$ cat src/rtl/ddma_seq_pkg.sv
// ==========================================================================
// ddma_seq_pkg : shared types for the DDMA send-descriptor sequencer
// Rev 1.0
// ==========================================================================
`default_nettype none

package ddma_seq_pkg;

  // Descriptor field width; the sequencer's MEMORY_WIDTH is expected to match.
  localparam int DESC_FIELD_W = 32;
  localparam int DONE_CNT_W   = 16;

  typedef struct packed {
    logic [DESC_FIELD_W-1:0] dest;
    logic [DESC_FIELD_W-1:0] addr;
    logic [DESC_FIELD_W-1:0] size;
  } desc_t;

  typedef enum logic [1:0] {
    IDLE    = 2'd0,
    ISSUE   = 2'd1,
    RELEASE = 2'd2
  } seq_state_t;

endpackage

`default_nettype wire

$ cat src/rtl/ddma_desc_fifo.sv
// ==========================================================================
// ddma_desc_fifo : synchronous descriptor FIFO, head read combinationally
// Rev 1.0
// ==========================================================================
`default_nettype none

module ddma_desc_fifo
  import ddma_seq_pkg::*;
#(
  parameter int DEPTH = 4
) (
  input  logic                   clock,
  input  logic                   reset,
  input  logic                   push,
  input  desc_t                  push_data,
  input  logic                   pop,
  input  logic                   flush,
  output desc_t                  head,
  output logic                   full,
  output logic                   empty,
  output logic [$clog2(DEPTH):0] count
);

  localparam int AW = $clog2(DEPTH);

  desc_t          mem [DEPTH];
  logic  [AW-1:0] wr_ptr;
  logic  [AW-1:0] rd_ptr;
  logic           push_ok;
  logic           pop_ok;

  assign push_ok = push && !full && !flush;
  assign pop_ok  = pop && !empty && !flush;
  assign full    = (count == (AW+1)'(DEPTH));
  assign empty   = (count == '0);
  assign head    = mem[rd_ptr];

  always_ff @(posedge clock) begin
    if (push_ok) begin
      mem[wr_ptr] <= push_data;
    end
  end

  // Pointers wrap naturally because DEPTH is a power of two.
  always_ff @(posedge clock) begin
    if (reset || flush) begin
      wr_ptr <= '0;
      rd_ptr <= '0;
      count  <= '0;
    end else begin
      if (push_ok) begin
        wr_ptr <= wr_ptr + AW'(1);
      end
      if (pop_ok) begin
        rd_ptr <= rd_ptr + AW'(1);
      end
      count <= count + {{AW{1'b0}}, push_ok} - {{AW{1'b0}}, pop_ok};
    end
  end

endmodule

`default_nettype wire

$ cat src/rtl/ddma_cmd_sequencer.sv
// ==========================================================================
// ddma_cmd_sequencer : queues send descriptors and launches them on the DDMA
// Rev 1.0
// ==========================================================================
`default_nettype none

module ddma_cmd_sequencer
  import ddma_seq_pkg::*;
#(
  parameter int MEMORY_WIDTH   = 32,
  parameter int DEPTH          = 4,
  parameter int TIMEOUT_CYCLES = 4096
) (
  input  logic                    clock,
  input  logic                    reset,
  input  logic                    push_in,
  input  logic [MEMORY_WIDTH-1:0] push_dest_in,
  input  logic [MEMORY_WIDTH-1:0] push_addr_in,
  input  logic [MEMORY_WIDTH-1:0] push_size_in,
  input  logic                    flush_in,
  input  logic                    irq_ack_in,
  output logic                    full_out,
  output logic [$clog2(DEPTH):0]  count_out,
  output logic                    busy_out,
  output logic                    irq_out,
  output logic                    overflow_out,
  output logic                    timeout_out,
  output logic [DONE_CNT_W-1:0]   done_count_out,
  output logic [MEMORY_WIDTH-1:0] ddma_dest_out,
  output logic [MEMORY_WIDTH-1:0] ddma_addr_out,
  output logic [MEMORY_WIDTH-1:0] ddma_size_out,
  output logic                    ddma_cmd_out,
  input  logic                    ddma_irq_send_in
);

  localparam int              WD_W    = $clog2(TIMEOUT_CYCLES);
  localparam logic [WD_W-1:0] WD_LAST = WD_W'(TIMEOUT_CYCLES - 1);

  seq_state_t      state;
  logic [WD_W-1:0] watchdog;
  logic            xfer_ok;
  desc_t           push_entry;
  desc_t           head;
  logic            fifo_empty;
  logic            pop;

  assign push_entry = '{dest: DESC_FIELD_W'(push_dest_in),
                        addr: DESC_FIELD_W'(push_addr_in),
                        size: DESC_FIELD_W'(push_size_in)};

  // A flush cycle never launches, so the flushed head cannot escape.
  assign pop      = (state == IDLE) && !fifo_empty && !flush_in;
  assign busy_out = (state != IDLE);

  ddma_desc_fifo #(
    .DEPTH(DEPTH)
  ) u_fifo (
    .clock    (clock),
    .reset    (reset),
    .push     (push_in),
    .push_data(push_entry),
    .pop      (pop),
    .flush    (flush_in),
    .head     (head),
    .full     (full_out),
    .empty    (fifo_empty),
    .count    (count_out)
  );

  always_ff @(posedge clock) begin
    if (reset) begin
      state          <= IDLE;
      watchdog       <= '0;
      xfer_ok        <= 1'b0;
      irq_out        <= 1'b0;
      overflow_out   <= 1'b0;
      timeout_out    <= 1'b0;
      done_count_out <= '0;
      ddma_dest_out  <= '0;
      ddma_addr_out  <= '0;
      ddma_size_out  <= '0;
      ddma_cmd_out   <= 1'b0;
    end else begin
      if (push_in && full_out && !flush_in) begin
        overflow_out <= 1'b1;
      end
      // Ack first so a same-cycle drain event below takes precedence.
      if (irq_ack_in) begin
        irq_out <= 1'b0;
      end

      case (state)
        IDLE: begin
          if (pop) begin
            ddma_dest_out <= MEMORY_WIDTH'(head.dest);
            ddma_addr_out <= MEMORY_WIDTH'(head.addr);
            ddma_size_out <= MEMORY_WIDTH'(head.size);
            ddma_cmd_out  <= 1'b1;
            watchdog      <= '0;
            state         <= ISSUE;
          end
        end
        ISSUE: begin
          watchdog <= watchdog + WD_W'(1);
          if (ddma_irq_send_in) begin
            ddma_cmd_out <= 1'b0;
            xfer_ok      <= 1'b1;
            state        <= RELEASE;
          end else if (watchdog == WD_LAST) begin
            ddma_cmd_out <= 1'b0;
            xfer_ok      <= 1'b0;
            timeout_out  <= 1'b1;
            state        <= RELEASE;
          end
        end
        RELEASE: begin
          if (!ddma_irq_send_in) begin
            state <= IDLE;
            if (xfer_ok) begin
              done_count_out <= done_count_out + DONE_CNT_W'(1);
            end
            if (count_out == '0 && !push_in) begin
              irq_out <= 1'b1;
            end
          end
        end
        default: begin
          state        <= IDLE;
          ddma_cmd_out <= 1'b0;
        end
      endcase
    end
  end

endmodule

`default_nettype wire

$ cat config.mk
export PLATFORM = sky130hd
export DESIGN_NAME = ddma_cmd_sequencer
export DESIGN_NICKNAME = d
export VERILOG_FILES = /design/src/rtl/ddma_seq_pkg.sv /design/src/rtl/ddma_desc_fifo.sv /design/src/rtl/ddma_cmd_sequencer.sv
export SDC_FILE = /design/constraint.sdc
export NUM_CORES = 1
export LEC_CHECK = 0
export CAP_MARGIN = 10
export CORE_MARGIN = 4
export CORE_UTILIZATION = 30
export CTS_CLUSTER_DIAMETER = 40
export CTS_CLUSTER_SIZE = 14
export DETAILED_ROUTE_END_ITERATION = 16
export PLACE_DENSITY = 0.51
export SLEW_MARGIN = 30
export SYNTH_ARGS = -nofsm -noshare
export SYNTH_HDL_FRONTEND = slang
export SYNTH_SLANG_ARGS = --single-unit
$ cat constraint.sdc
create_clock -name clock -period 13.3 [get_ports clock]
set_input_delay 3.99 -clock clock [delete_from_list [all_inputs] [get_ports clock]]
set_output_delay 3.99 -clock clock [all_outputs]
set_load 0.02 [all_outputs]
==> results of run 1 <==
[Yosys cell counts (all sizes together) (8+ instances only)]
library cell  number
nand2            199
mux4              96
inv               11
clkbuf            26
nor2              30
xnor2              9
dfxtp            138
buf               36
nand3             15
ha                 8
a21oi            113
edfxtp           384
[report_power, final]
part | leakage (uW) | switching [uW] | total, uW | internal (uW)
sequential | 0.00460 | 20.3 | 1810 | 1790
clock | 0.00138 | 790 | 2130 | 1340
combinational | 0.00200 | 129 | 232 | 103
total | 0.00799 | 940 | 4170 | 3230
[routing by layer]
layer  GRT usage, %  routed length (um)  part of all wire [%]
met1          17.22               19850                    44
met2          21.84               21990                    48
met3          3.746                2613                   5.7
met4          5.010                1053                   2.3
met5              0                  67                  0.15
[stage by stage]
step / std cells / setup WS, ns / instance area (sq um) / hold WS, ns / util, %
after CTS: 2320 / 6.518 / 25070 / 0.4515 / 39.74
after floorplan: 1149 / 6.207 / 19110 / 0.4327 / -
after global routing: 2320 / 6.319 / 25070 / 0.4669 / 39.74
after detailed placement: 2167 / 5.872 / 22250 / 0.4454 / 35.27
final: 2322 / 6.550 / 25070 / 0.4501 / 39.75
after global placement: 2166 / 5.913 / 22220 / 0.4419 / 35.22
[cell families (layout without fill, tap and decap cells)]
group / after synthesis / count (layout) / share of synthesized area, %
other: 0 / 2 / 0
buffers and inverters: 73 / 398 / 1.702
XOR/XNOR: 16 / 16 / 0.7333
AND/OR/NAND/NOR: 302 / 302 / 7.149
adder cells (fa/ha/maj): 9 / 9 / 0.6285
multiplexers: 100 / 100 / 11.54
AO/OA/AOI/OAI: 127 / 127 / 3.457
flip-flops: 522 / 522 / 74.79
[state kept, by name, summed over array words and instances, names as in the netlist]
name / flops
ddma_size_out: 32
watchdog: 12
ddma_addr_out: 32
xfer_ok: 1
u_fifo.rd_ptr: 2
u_fifo.count: 3
done_count_out: 16
timeout_out: 1
u_fifo.mem: 384
ddma_dest_out: 32
ddma_cmd_out: 1
state: 2
irq_out: 1
overflow_out: 1
u_fifo.wr_ptr: 2
[worst max-delay path: cells and delay by family]
family        cells  cell delay (ns)
simple gates      3             0.99
mux               1             0.29
buf+inv           3             1.88
[area by class of cell]
type	instances	area, sq um	area share (%)
Sequential cell	522	14300	57.04
Multi-Input combinational cell	554	4511	17.99
Timing Repair Buffer	234	2337	9.321
Clock buffer	102	2315	9.232
Tap cell	846	1059	4.222
Clock inverter	51	503.0	2.006
Inverter	11	43.79	0.1747
Antenna cell	2	5.005	0.01996
[worst min path at each step]
| stage | to | slack, ns |
|---|---|---|
| 6_report | ddma_addr_out[7]$_SDFFE_PP0P_ | 0.45 |
| 5_1_grt | ddma_addr_out[7]$_SDFFE_PP0P_ | 0.47 |
| 4_1_cts | ddma_addr_out[15]$_SDFFE_PP0P_ | 0.45 |
| 3_5_place_dp | ddma_addr_out[15]$_SDFFE_PP0P_ | 0.45 |
| 3_3_place_gp | ddma_addr_out[7]$_SDFFE_PP0P_ | 0.44 |
| 2_1_floorplan | watchdog[11]$_SDFFE_PP0P_ | 0.43 |
==> reports/metrics.cfg, run 1 <==
[clocking]
cts_tree = built
cts_setup_buffers = 0
clockBufferDepth = 3
cts.clk_slew.worst_paths_ns = 0.05
clock-sinks = 522
cts_buffers = 83
cts_hold_buffers = 0
htree_levels = 3
cts_resized = 0
clock_latency_ns = 0.60
cts_root_buffer = clkbuf_16

[worst_setup_path]
r2r_end = watchdog[8]$_SDFFE_PP0P_
startpoint_type = input port
slowest_delay_ns = 0.81
required_ns = 13.78
path_cells = clkdlybuf4s50_1 -> nor3_1 -> nand2_4 -> inv_4 -> buf_4 -> nor3b_1 -> mux2_2
r2r_cells = 6
critPathArrivalTime_ns = 7.23
crit_end = watchdog[8]$_SDFFE_PP0P_
end_kind = register
r2r_start = state[0]$_SDFFE_PP0P_
worstSetupStartpoint = flush_in
path_max_fanout = 66
r2r_setup_slack_ns = 9.98
cpMaxStageDelayCell = buf_4
critPathKind = input port to register

[timing]
tightest_slew_ns = 0.9534
drv_slew = 0
fmax_mhz = 148.2
rsz0062_at_grt = false
fin_skew_ns = 0.02074
period_share_pct = 50.75
hold_viol = 0
final.setup.tns_ns = 0
setup_violations = 0
post-route-min-period_ns = 6.750
relSlewSlack_pct = 36.44

[synthesis]
yosys_warnings = 0
synth_area_leader_cell = edfxtp_1
yosys-top-cells-area = edfxtp_1 (60%), dfxtp_1 (14%), mux4_2 (11%)
netlist_area_sq_um = 19110
synth-async-reset-ratio_pct = 0
netlist.area_leader.share_pct = 60.33
avgSynthCellArea_sq_um = 16.63
synth_nets = 1260
ys_ff_latch = 522
synth-edff-count = 384
ys_seq_area_share_pct = 74.79
synth_ff_type = edfxtp_1
synthCells = 1149
ys_types = 46

[layout]
mostFrequentLayoutCell = edfxtp_1
layout_common_cells = edfxtp_1 (384), clkdlybuf4s50_1 (221), nand2_1 (198)
area_growth_pct = 31.19
fillers = 5868
layout-drive-gt1-share_pct = 18.18
fin_nets = 1517

[routing]
vias_per_cell = 4.631
first_iter_violations = 521
drc = 0
dr.pass1.iters = 4
ant_nets = 0
routed_wl_um = 45580
post_drt_wl_per_cell_um = 19.63
dr_total_vias = 10750

[grt]
grt_max_degree = 76
grt_pass1_vias = 11350
grtUsageTotal_pct = 13.43
antenna_found_initial = 7
grt_overflow = 0
grt_pass1_wl_um = 69210

[floorplanning]
num_rows = 92
io_pins = 223
start_util_pct = 30.30
fp.coreArea_sq_um = 63080
die_area_sq_um = 67810
die_w_um = 260.4
die_h_um = 260.4

[power]
fin_total_pwr_uw = 4174
leakage_uw = 0.007990
ir_drop_v = 0.00007357
power_density_nw_per_um2 = 166.5

[run]
maxCapViolations = 0

[hold_path]
hold_path_depth = 2
hp-class = register to register
hp-start = ddma_addr_out[7]$_SDFFE_PP0P_

[placement]
place_congestion = 0.7473
port-buffer-count = 222
dp_hpwl_um = 25380

[status]
status = completed

No activity file was read; power rests on OpenSTA's default activity.
==> inputs of run 2 (changes only) <==
==> constraint.sdc (replaced) <==
create_clock -name clock -period 6.66 [get_ports clock]
set_input_delay 1.998 -clock clock [delete_from_list [all_inputs] [get_ports clock]]
set_output_delay 1.998 -clock clock [all_outputs]
set_load 0.02 [all_outputs]
==> run 2 against run 1 <==
Compared with the run above:
- total power rose by 100%
- sequential share of layout area is 0.44 points lower
- largest power group unchanged
- utilization increased by 0.31 points
- clock-buffer cell count unchanged
- routed wire length grew 0.82%
- combinational power increased by 100%
- final cell count rose by 0.30%
- largest cell class unchanged
- register-to-register slack worse by 6.1 ns
- clock skew increased by 0.0016 ns
- global-route usage grew 0.099 points
==> reports/metrics.cfg, run 2 (synthesized netlist as in run 1, its figures left out) <==
[routing]
post_drt_wl_per_cell_um = 19.73  ; +0.52%
routed_wl_um = 45950  ; +0.82%
first_iter_violations = 515  ; -1.2%
dr_total_vias = 10600  ; -1.4%
ant_nets = 0  ; unchanged
vias_per_cell = 4.552  ; -1.7%
drc = 0  ; unchanged
dr.pass1.iters = 5  ; +1

[grt]
antenna_found_initial = 6  ; -1
grt_max_degree = 82  ; +7.9%
grt_overflow = 0  ; unchanged
grtUsageTotal_pct = 13.53  ; +0.099 points
grt_pass1_wl_um = 69650  ; +0.63%
grt_pass1_vias = 11260  ; -0.76%

[timing]
rsz0062_at_grt = false
setup_violations = 0  ; unchanged
fin_skew_ns = 0.02235  ; +0.001609 ns
timing.final.ws_setup_ns = 2.505  ; -4.045 ns
post-route-min-period_ns = 4.155
tightest_slew_ns = 0.9409  ; -0.01255 ns
drv_slew = 0  ; unchanged
fmax_mhz = 240.7
hold_viol = 0  ; unchanged
period_share_pct = 62.38
relSlewSlack_pct = 37.28  ; +0.84 points
final.setup.tns_ns = 0  ; unchanged

[clocking]
cts_resized = 0  ; unchanged
cts_root_buffer = clkbuf_16
cts_setup_buffers = 0  ; unchanged
cts_hold_buffers = 0  ; unchanged
clock-sinks = 522  ; unchanged
htree_levels = 3  ; unchanged
clock_latency_ns = 0.60  ; about the same
cts_tree = built
cts.clk_slew.worst_paths_ns = 0.05  ; about the same
cts_buffers = 85  ; +2.4%
clockBufferDepth = 3  ; unchanged

[placement]
place_congestion = 0.7323  ; -2.0%
port-buffer-count = 222  ; unchanged
dp_hpwl_um = 25370  ; about the same
preCtsSetupSlack_ns = 1.788  ; -4.084 ns

[power]
leakage_uw = 0.008064  ; +0.93%
power_density_nw_per_um2 = 337.2  ; +100%
ir_drop_v = 0.0002052  ; +180%

[hold_path]
hp-class = register to register
min_to = ddma_dest_out[22]$_SDFFE_PP0P_
hp-start = ddma_dest_out[22]$_SDFFE_PP0P_
hold_path_depth = 2  ; unchanged

[layout]
fin_nets = 1521  ; +0.26%
largest_reg_flops = 384  ; unchanged
top_register = u_fifo.mem
mostFrequentLayoutCell = edfxtp_1
layout-drive-gt1-share_pct = 18.81  ; +0.63 points
area_growth_pct = 32.22
finish.utilization_pct = 40.06  ; +0.31 points
layout_common_cells = edfxtp_1 (384), clkdlybuf4s50_1 (221), nand2_1 (198)
diodes = 0  ; -2

[worst_setup_path]
required_ns = 7.13  ; -6.65 ns
r2r_start = u_fifo.count[1]$_SDFF_PP0_
critPathArrivalTime_ns = 4.63  ; -2.60 ns
r2r_setup_slack_ns = 3.89  ; -6.09 ns
r2r_end = u_fifo.count[2]$_SDFF_PP0_
path_max_fanout = 45  ; -32%
end_kind = register
critPathKind = input port to register
startpoint_type = input port
r2r_cells = 10  ; +4

[floorplanning]
die_area_sq_um = 67810  ; unchanged
io_pins = 223  ; unchanged
die_h_um = 260.4  ; unchanged
num_rows = 92  ; unchanged
die_w_um = 260.4  ; unchanged
fp.coreArea_sq_um = 63080  ; unchanged
start_util_pct = 30.30  ; unchanged

[run]
maxCapViolations = 0  ; unchanged

[status]
status = completed

-- run 2: cell count changes in the layout (fill, tap and decap cells not counted), moves of 2 or more --
cell	change
buf_12	+6
buf_6	-2
bufinv_16	+5
clkbuf_1	+2
clkbuf_8	-2
clkinv_1	-4
clkinv_2	+6
clkinv_4	+3
clkinv_8	+2
clkinvlp_4	+4
diode_2	-2
inv_6	-2
inv_8	-7
-- run 2: how the worst max path moves through the flow --
stage | slack (ns) | startpoint | to | cells after the start
floorplan | 1.56 | flush_in | u_fifo.mem[0][0]$_DFFE_PP_ | 2
global placement | 1.86 | flush_in | u_fifo.count[2]$_SDFF_PP0_ | 11
detailed placement | 1.79 | flush_in | watchdog[10]$_SDFFE_PP0P_ | 7
CTS | 2.45 | flush_in | watchdog[10]$_SDFFE_PP0P_ | 7
global route | 2.27 | flush_in | watchdog[10]$_SDFFE_PP0P_ | 7
finish | 2.51 | flush_in | u_fifo.count[2]$_SDFF_PP0_ | 11
-- run 2: worst max-delay path, stage by stage --
cell and delay, ns:
clkdlybuf4s50_1 0.48, nor3_1 0.41, nand2_4 0.46, inv_4 0.18
ha_1 0.13, inv_1 0.04, ha_1 0.18, fa_1 0.38
xnor2_1 0.18, xnor2_1 0.14, nor2_1 0.05
-- run 2: layer usage --
layer | up-vias | part of all wire, % | GRT usage (%)
li1 | 4927 | - | -
met1 | 5360 | 44 | 17.29
met2 | 229 | 48 | 22.18
met3 | 76 | 5.7 | 3.950
met4 | 10 | 1.9 | 4.518
met5 | - | 0.15 | 0
-- run 2: stage by stage --
step | power [uW] | hold WS, ns | cells | cell area, sq um
global placement | 4150 | 0.4424 | 2169 | 22310
finish | 8521 | 0.4511 | 2329 | 25270
floorplan | 3912 | 0.4327 | 1149 | 19110
CTS | 8664 | 0.4526 | 2329 | 25270
global route | 8862 | 0.4711 | 2329 | 25270
detailed placement | 4158 | 0.4459 | 2169 | 22310
-- run 2: final cells by class --
type,count,area (sq um)
Tap cell,846,1059
Inverter,11,43.79
Sequential cell,522,14300
Clock inverter,58,660.6
Fill cell,5862,37810
Clock buffer,102,2295
Timing Repair Buffer,236,2400
Multi-Input combinational cell,554,4511
-- run 2: report_power, final --
part	leakage, uW	total (uW)	internal, uW	switching (uW)
clock network	0.00143	4440	2850	1590
logic	0.00203	469	208	261
registers	0.00460	3610	3570	38.1
